$ cat src/rtl/arb_mux4_pkg.sv
// Shared types and constants for the four-channel round-robin arbiter/mux.
// Used by arb_mux4, its handshake interface and the rr_pick4 picker.
package arb_mux4_pkg;

  localparam int NCH  = 4;
  localparam int SELW = 2;

  typedef logic [SELW-1:0] chan_t;

  typedef enum logic {
    EMPTY = 1'b0,
    FULL  = 1'b1
  } state_t;

  // Channel index arithmetic wraps naturally at NCH because chan_t is SELW bits wide.
  function automatic chan_t next_chan(input chan_t c);
    return chan_t'(c + chan_t'(1));
  endfunction

endpackage

$ cat src/rtl/arb_mux4_if.sv
// Handshake bundle for arb_mux4: four upstream valid/ready channels plus the
// registered downstream word. The slave modport is the arbiter's view.
interface arb_mux4_if #(parameter int N = 4) ();
  import arb_mux4_pkg::*;

  logic [NCH-1:0] in_valid;
  logic [NCH-1:0] in_ready;
  logic [N-1:0]   in0;
  logic [N-1:0]   in1;
  logic [N-1:0]   in2;
  logic [N-1:0]   in3;
  logic           out_valid;
  logic           out_ready;
  logic [N-1:0]   out_data;
  chan_t          out_sel;

  modport slave (
    input  in_valid, in0, in1, in2, in3, out_ready,
    output in_ready, out_valid, out_data, out_sel
  );

  modport master (
    output in_valid, in0, in1, in2, in3, out_ready,
    input  in_ready, out_valid, out_data, out_sel
  );

endinterface

$ cat src/rtl/arb_mux4_rr_pick4.sv
// Combinational round-robin picker: first valid channel at or after ptr,
// wrapping modulo four.
module rr_pick4
  import arb_mux4_pkg::*;
(
  input  logic [NCH-1:0] i_in_valid,
  input  chan_t          i_ptr,
  output logic           o_gnt_any,
  output chan_t          o_gnt_idx
);

  // Scan from the farthest offset back to ptr so the nearest valid channel wins.
  always_comb begin
    chan_t w_cand;
    o_gnt_any = |i_in_valid;
    o_gnt_idx = i_ptr;
    w_cand    = i_ptr;
    for (int off = NCH - 1; off >= 0; off--) begin
      w_cand = chan_t'(i_ptr + chan_t'(off));
      if (i_in_valid[w_cand]) begin
        o_gnt_idx = w_cand;
      end
    end
  end

endmodule

$ cat src/rtl/arb_mux4.sv
// Four-channel round-robin arbiter feeding a single registered output word.
// Define ARB_LOCK_EN to add the lock input that holds the grant on the last winner.
module arb_mux4
  import arb_mux4_pkg::*;
#(
  parameter int N = 4
) (
  input  logic clk,
  input  logic rst_n,
`ifdef ARB_LOCK_EN
  input  logic lock,
`endif
  arb_mux4_if.slave bus
);

  state_t         r_state;
  state_t         w_nextState;
  chan_t          r_ptr;
  chan_t          r_outSel;
  logic [N-1:0]   r_outData;
  logic [N-1:0]   w_muxData;
  logic           w_loadOk;
  logic           w_pickAny;
  chan_t          w_pickIdx;
  chan_t          w_gntIdx;
  logic           w_grant;

  // rst_n gates loading so no channel sees in_ready while reset is held.
  assign w_loadOk = rst_n & ((r_state == EMPTY) | bus.out_ready);
  assign w_grant  = w_loadOk & w_pickAny;

  rr_pick4 u_pick (
    .i_in_valid (bus.in_valid),
    .i_ptr      (r_ptr),
    .o_gnt_any  (w_pickAny),
    .o_gnt_idx  (w_pickIdx)
  );

`ifdef ARB_LOCK_EN
  chan_t r_lastG;

  assign w_gntIdx = (lock && bus.in_valid[r_lastG]) ? r_lastG : w_pickIdx;

  always_ff @(posedge clk or negedge rst_n) begin
    if (!rst_n) begin
      r_lastG <= '0;
    end else if (w_grant) begin
      r_lastG <= w_gntIdx;
    end
  end
`else
  assign w_gntIdx = w_pickIdx;
`endif

  always_comb begin
    bus.in_ready = '0;
    if (w_grant) begin
      bus.in_ready[w_gntIdx] = 1'b1;
    end
  end

  always_comb begin
    w_muxData = bus.in0;
    case (w_gntIdx)
      2'd0:    w_muxData = bus.in0;
      2'd1:    w_muxData = bus.in1;
      2'd2:    w_muxData = bus.in2;
      2'd3:    w_muxData = bus.in3;
      default: w_muxData = bus.in0;
    endcase
  end

  // A grant always refills the register, even while the old word drains.
  always_comb begin
    w_nextState = r_state;
    if (w_grant) begin
      w_nextState = FULL;
    end else if (bus.out_ready) begin
      w_nextState = EMPTY;
    end
  end

  always_ff @(posedge clk or negedge rst_n) begin
    if (!rst_n) begin
      r_state <= EMPTY;
    end else begin
      r_state <= w_nextState;
    end
  end

  always_ff @(posedge clk or negedge rst_n) begin
    if (!rst_n) begin
      r_outData <= '0;
      r_outSel  <= '0;
      r_ptr     <= '0;
    end else if (w_grant) begin
      r_outData <= w_muxData;
      r_outSel  <= w_gntIdx;
      r_ptr     <= next_chan(w_gntIdx);
    end
  end

  assign bus.out_valid = (r_state == FULL);
  assign bus.out_data  = r_outData;
  assign bus.out_sel   = r_outSel;

endmodule

$ cat src/flat_wrapper.sv
// flat-port wrapper written by rule: the top's interface ports become plain ports
module arb_mux4_flat import arb_mux4_pkg::*;
#(
  parameter int N = 4
)
  (clk, rst_n, bus_in_valid, bus_in0, bus_in1, bus_in2, bus_in3, bus_out_ready, bus_in_ready, bus_out_valid, bus_out_data, bus_out_sel);
  arb_mux4_if #(.N(N)) bus_i ();
  input  logic clk;
  input  logic rst_n;
  input wire logic [$bits(bus_i.in_valid)-1:0] bus_in_valid;
  input wire logic [$bits(bus_i.in0)-1:0] bus_in0;
  input wire logic [$bits(bus_i.in1)-1:0] bus_in1;
  input wire logic [$bits(bus_i.in2)-1:0] bus_in2;
  input wire logic [$bits(bus_i.in3)-1:0] bus_in3;
  input wire logic [$bits(bus_i.out_ready)-1:0] bus_out_ready;
  output wire logic [$bits(bus_i.in_ready)-1:0] bus_in_ready;
  output wire logic [$bits(bus_i.out_valid)-1:0] bus_out_valid;
  output wire logic [$bits(bus_i.out_data)-1:0] bus_out_data;
  output wire logic [$bits(bus_i.out_sel)-1:0] bus_out_sel;
  assign bus_i.in_valid = bus_in_valid;
  assign bus_i.in0 = bus_in0;
  assign bus_i.in1 = bus_in1;
  assign bus_i.in2 = bus_in2;
  assign bus_i.in3 = bus_in3;
  assign bus_i.out_ready = bus_out_ready;
  assign bus_in_ready = bus_i.in_ready;
  assign bus_out_valid = bus_i.out_valid;
  assign bus_out_data = bus_i.out_data;
  assign bus_out_sel = bus_i.out_sel;
  arb_mux4 #(.N(N)) u_core (.clk(clk), .rst_n(rst_n), .bus(bus_i));
endmodule
$ cat config.mk
export PLATFORM = sky130hd
export DESIGN_NAME = arb_mux4_flat
export DESIGN_NICKNAME = d
export VERILOG_FILES = /design/src/rtl/arb_mux4_pkg.sv /design/src/rtl/arb_mux4_if.sv /design/src/rtl/arb_mux4_rr_pick4.sv /design/src/rtl/arb_mux4.sv /design/src/flat_wrapper.sv
export SDC_FILE = /design/constraint.sdc
export NUM_CORES = 1
export LEC_CHECK = 0
export ABC_AREA = 1
export ABC_CLOCK_PERIOD_IN_PS = 2670
export CAP_MARGIN = 20
export CORE_MARGIN = 5
export CORE_UTILIZATION = 30
export DETAILED_ROUTE_END_ITERATION = 8
export GPL_TIMING_DRIVEN = 1
export MAX_ROUTING_LAYER = met4
export SYNTH_ARGS = -nofsm -noshare
export SYNTH_HDL_FRONTEND = slang
export SYNTH_SLANG_ARGS = --single-unit
$ cat constraint.sdc
create_clock -name clk -period 2.67 [get_ports clk]
set_input_delay 0.267 -clock clk [delete_from_list [all_inputs] [get_ports clk]]
set_output_delay 0.267 -clock clk [all_outputs]
set_load 0.02 [all_outputs]
==> impl_results.md <==
* Routed wirelength normalized by instance count at around 11 um
* Post-synthesis mux area share at 0%
* Cells on worst reg2reg path at 16
* Worst slew slack as a fraction of its limit at 79.7%
* Placed inst area at about 1200 sq um
* Logic gate share of total power at 77.4%
* Yosys warning total at 0
* Remaining global-route overflow at 0
* Total area of multi-input combinational cells at 450 sq um
* Via count of the first global-routing pass at 846
* Flip-flop and latch count after synthesis at 9
* Cell seen most often among critical-path stages: sky130_fd_sc_hd__nand2_2
* Endpoint of the most critical register-to-register path: u_core.bus.out_data[0]$_DFFE_PN0P_
* Run status: completed
* Count of input and output buffers at 33
* Synth top area cells: sky130_fd_sc_hd__dfrtp_1 29%, sky130_fd_sc_hd__nand2_1 20%, sky130_fd_sc_hd__inv_1 7.7%, sky130_fd_sc_hd__nand3_1 6.4%, sky130_fd_sc_hd__ha_1 4.8%
* Final Hold Violating Endpoints at 0
* Fraction of power spent switching nets at 49.3%
* Die X at 60.9 um
* Period minus WS final at roughly 2.4 ns
* Post-Syn Area at 778 sq um
* Clock slew at reported path FFs at 0.07 ns
* Crit path max-delay family: simple AND/OR/NAND/NOR gates
* Clock skew after layout at a little over 0.007 ns
* Overall via count from detail_route at 869
* Clock root buffer: sky130_fd_sc_hd__clkbuf_4
* Type of destination of the critical path: primary output
* First-pass GRT wire length at 3480 um
* RePlAce Congestion at 0.836
* Number of different library cells in the post-synthesis netlist at 23
* Total buffers and inverters traversed by the critical path at 5
* Share of post-route cells with drive strength above 1 at 18.6%
* Core area at 2480 sq um
* Max Fanout on Critical Path at 10
* Data arrival time at the worst-slack endpoint at 2.17 ns
* Static Leakage at 0.651 nW
* Post-synthesis xor/xnor area fraction at 0%
* Final Max Slew Viols at 0
* Data required, critical path at ~2.4 ns
* # DRC at 0
* Number of buffers added by the clock tree synthesis step at 3
* Clock tree from TritonCTS: yes
* Growth of design area from synthesis to finish at 57.4%
* Number of nets produced by synthesis at between 100 and 150
* Number of iterations in the first detailed-routing pass at 5
* Number of placed I/O pins at 34
* Initial antenna violation count at 0
* CTS HTree Levels at 1
* Max Freq at 411 MHz
* Worst hold path class: in -> async
* Clock network latency to the later pin of the worst-skew pair at 0.27 ns
* Measured slew at the worst slew-check pin at 0.304 ns
* Number of setup violations in the final report at 0
* Final Cycle Share at approximately nine tenths
* Maximum number of pins on one net before global-route repair at 11
* Starting density of the core at approximately a third
* Final cell area excluding filler cells at 1220 sq um
* Site Rows at 18
* Switch Pwr at 809 uW
* Clk sinks at 9
* Reg2Reg Launch Point: u_core.r_ptr[0]$_DFFE_PN0P_
* DRT iter0 DRCs at 16
* Type of the setup path with the least slack: reg -> out
* FF+latch area at 226 sq um
* Worst hold margin at 0.304 ns
* Library cell occupying the most area in the post-synthesis netlist: sky130_fd_sc_hd__dfrtp_1
* Synth Area in Simple Gates at between 40% and 50%
* Critical-path cell list: inv_6 -> nand2_1 -> nand2_1 -> nand2_1 -> nand2_2 -> inv_2 -> nand2_2 -> nand2_2 -> nand2_2 -> nand2_4 -> inv_4 -> ha_1 -> inv_1 -> nor2_1 -> dlygate4sd2_1
* Layout Nets at approximately 190
* Portion of the post-synthesis area used by sequential elements at 28.9%
* Half-perimeter wire length after detailed placement at 1810 um
* Worst VDD drop at between 0.8 and 0.9 mV
* Post-route ant nets at 0
* Fill cell total of the finished layout at 253
* Proportion of netlist area held by the largest area contributor at around 29%
* Final Power at 1.64 mW
* Share of the synthesized area in compound gates (AO/OA/AOI/OAI) at 12.7%
* Number of inserted diodes at 0
* Die area at 3710 sq um
* Worst setup SP type: register
* Register-to-register path setup slack at 0.41 ns
* Power share of the clock group at around 6.5%
* RSZ-0062 raised after global routing: no
* Gate count of the mapped netlist at 117
* Post-synthesis adder-cell area fraction at 4.82%
* All-Layer GR Usage at around 13%
* CP max stage cell: sky130_fd_sc_hd__dfrtp_2
* Number of hold-repair buffers added at the cts stage at 0
* Fin Setup TNS at 0 ns
* Dominant combinational cell family by area after synthesis: simple AND/OR/NAND/NOR gates
* Maximum root-to-sink buffer count at 2
* P per Cell Area at 1340 nW/um^2
* Pint at 831 uW
* Synth Area per Inst at 6.65 sq um
* Max capacitance violation total at 0
* Die Y-Extent at 60.9 um
* Register share of total power at 16.1%
* Final wirelength at 2110 um
* Peak per-stage delay on the critical path at ~0.5 ns
* Via-per-instance ratio at 4.55
[synthesized netlist by cell type, drive strengths merged]
library cell / number
o21bai: 1
nand2: 50
inv: 20
buf: 1
nor2: 4
o21ai: 5
o21a: 1
nand4: 1
a21oi: 4
a221oi: 4
clkbuf: 2
nor3: 1
nand3: 11
ha: 3
dfrtp: 9
[per-layer routing]
metal  vias to the layer above  track usage (%)  wire length, um
met5                         -                -                0
met4                         0             5.57               31
met3                         4             1.49               51
met2                        18             20.0             1030
met1                       387             16.8              993
li1                        460                -                -
[cell usage in the layout, fill, tap and decap left out]
cell,Yosys,layout
sky130_fd_sc_hd__o21a_1,1,1
sky130_fd_sc_hd__inv_2,2,2
sky130_fd_sc_hd__nand2_2,5,5
sky130_fd_sc_hd__ha_1,3,3
sky130_fd_sc_hd__nor2_1,4,4
sky130_fd_sc_hd__inv_6,1,1
sky130_fd_sc_hd__dfrtp_2,0,1
sky130_fd_sc_hd__clkbuf_4,0,3
sky130_fd_sc_hd__dfrtp_1,9,8
sky130_fd_sc_hd__a221oi_1,4,4
sky130_fd_sc_hd__clkdlybuf4s50_1,0,29
sky130_fd_sc_hd__nand3_1,10,10
sky130_fd_sc_hd__nand3_2,1,1
sky130_fd_sc_hd__a21oi_1,4,4
sky130_fd_sc_hd__inv_4,1,1
sky130_fd_sc_hd__buf_4,0,10
sky130_fd_sc_hd__clkinv_2,0,1
sky130_fd_sc_hd__nand2_4,3,3
sky130_fd_sc_hd__dlygate4sd2_1,0,4
sky130_fd_sc_hd__inv_1,16,16
sky130_fd_sc_hd__nor3_2,1,1
sky130_fd_sc_hd__o21ai_1,2,2
sky130_fd_sc_hd__o21ai_0,3,3
sky130_fd_sc_hd__nand4_1,1,1
sky130_fd_sc_hd__o21bai_2,1,1
sky130_fd_sc_hd__nand2_1,42,42
[repair_timing]
| action | CTS | global route |
|---|---|---|
| resized for setup | 5 | 0 |
| endpoints found under the setup margin | 4 | 0 |
| endpoints found under the hold margin | 0 | 0 |
| setup buffers | 0 | 0 |
[area by class of cell]
| type | instances | share of cell area (%) |
|---|---|---|
| Tap cell | 30 | 3.06 |
| Clock buffer | 3 | 1.84 |
| Inverter | 20 | 6.74 |
| Multi-Input combinational cell | 85 | 36.8 |
| Clock inverter | 1 | 0.409 |
| Sequential cell | 9 | 18.5 |
| Timing Repair Buffer | 43 | 32.7 |
[flip-flops by register name, summed over array words and instances (netlist names)]
name / flops
u_core.r_ptr: 2
u_core.bus.out_sel: 2
u_core.bus.out_valid: 1
u_core.bus.out_data: 4
[cells by family after synthesis]
kind of cell             Yosys count
AO/OA/AOI/OAI                     15
adder cells (fa/ha/maj)            3
buffers and inverters             23
flip-flops                         9
AND/OR/NAND/NOR                   67
[worst max-delay path by stage]
stage	depth (start not counted)	endpoint	slack, ns	start
final	15	bus_in_ready[2]	0.24	u_core.r_ptr[0]$_DFFE_PN0P_
after global routing	15	bus_in_ready[2]	0.05	u_core.r_ptr[0]$_DFFE_PN0P_
after CTS	15	bus_in_ready[2]	0.21	u_core.r_ptr[0]$_DFFE_PN0P_
after detailed placement	15	bus_in_ready[2]	0.01	bus_in_valid[3]
after global placement	15	bus_in_ready[2]	0.04	bus_in_valid[3]
after floorplan	13	bus_in_ready[1]	0.65	u_core.r_ptr[0]$_DFFE_PN0P_
[power groups by stage]
| stage | clock, mW | sequential, mW | combinational [mW] |
|---|---|---|---|
| 4_1_cts | 0.109 | 0.265 | 1.29 |
| 5_1_grt | 0.118 | 0.278 | 1.43 |
| 3_5_place_dp | 0 | 0.264 | 1.30 |
| 6_report | 0.107 | 0.264 | 1.27 |
| 3_3_place_gp | 0 | 0.262 | 1.29 |
| 2_1_floorplan | 0 | 0.292 | 0.790 |
[per-stage QoR]
step | cells | util (%) | setup slack (ns)
5_1_grt | 191 | 49.4 | 0.0520
2_1_floorplan | 117 | - | 0.652
3_3_place_gp | 187 | 48.5 | 0.0410
3_5_place_dp | 187 | 48.5 | 0.0120
6_report | 191 | 49.4 | 0.237
4_1_cts | 191 | 49.4 | 0.210
Power figures use the tool's default switching activity.
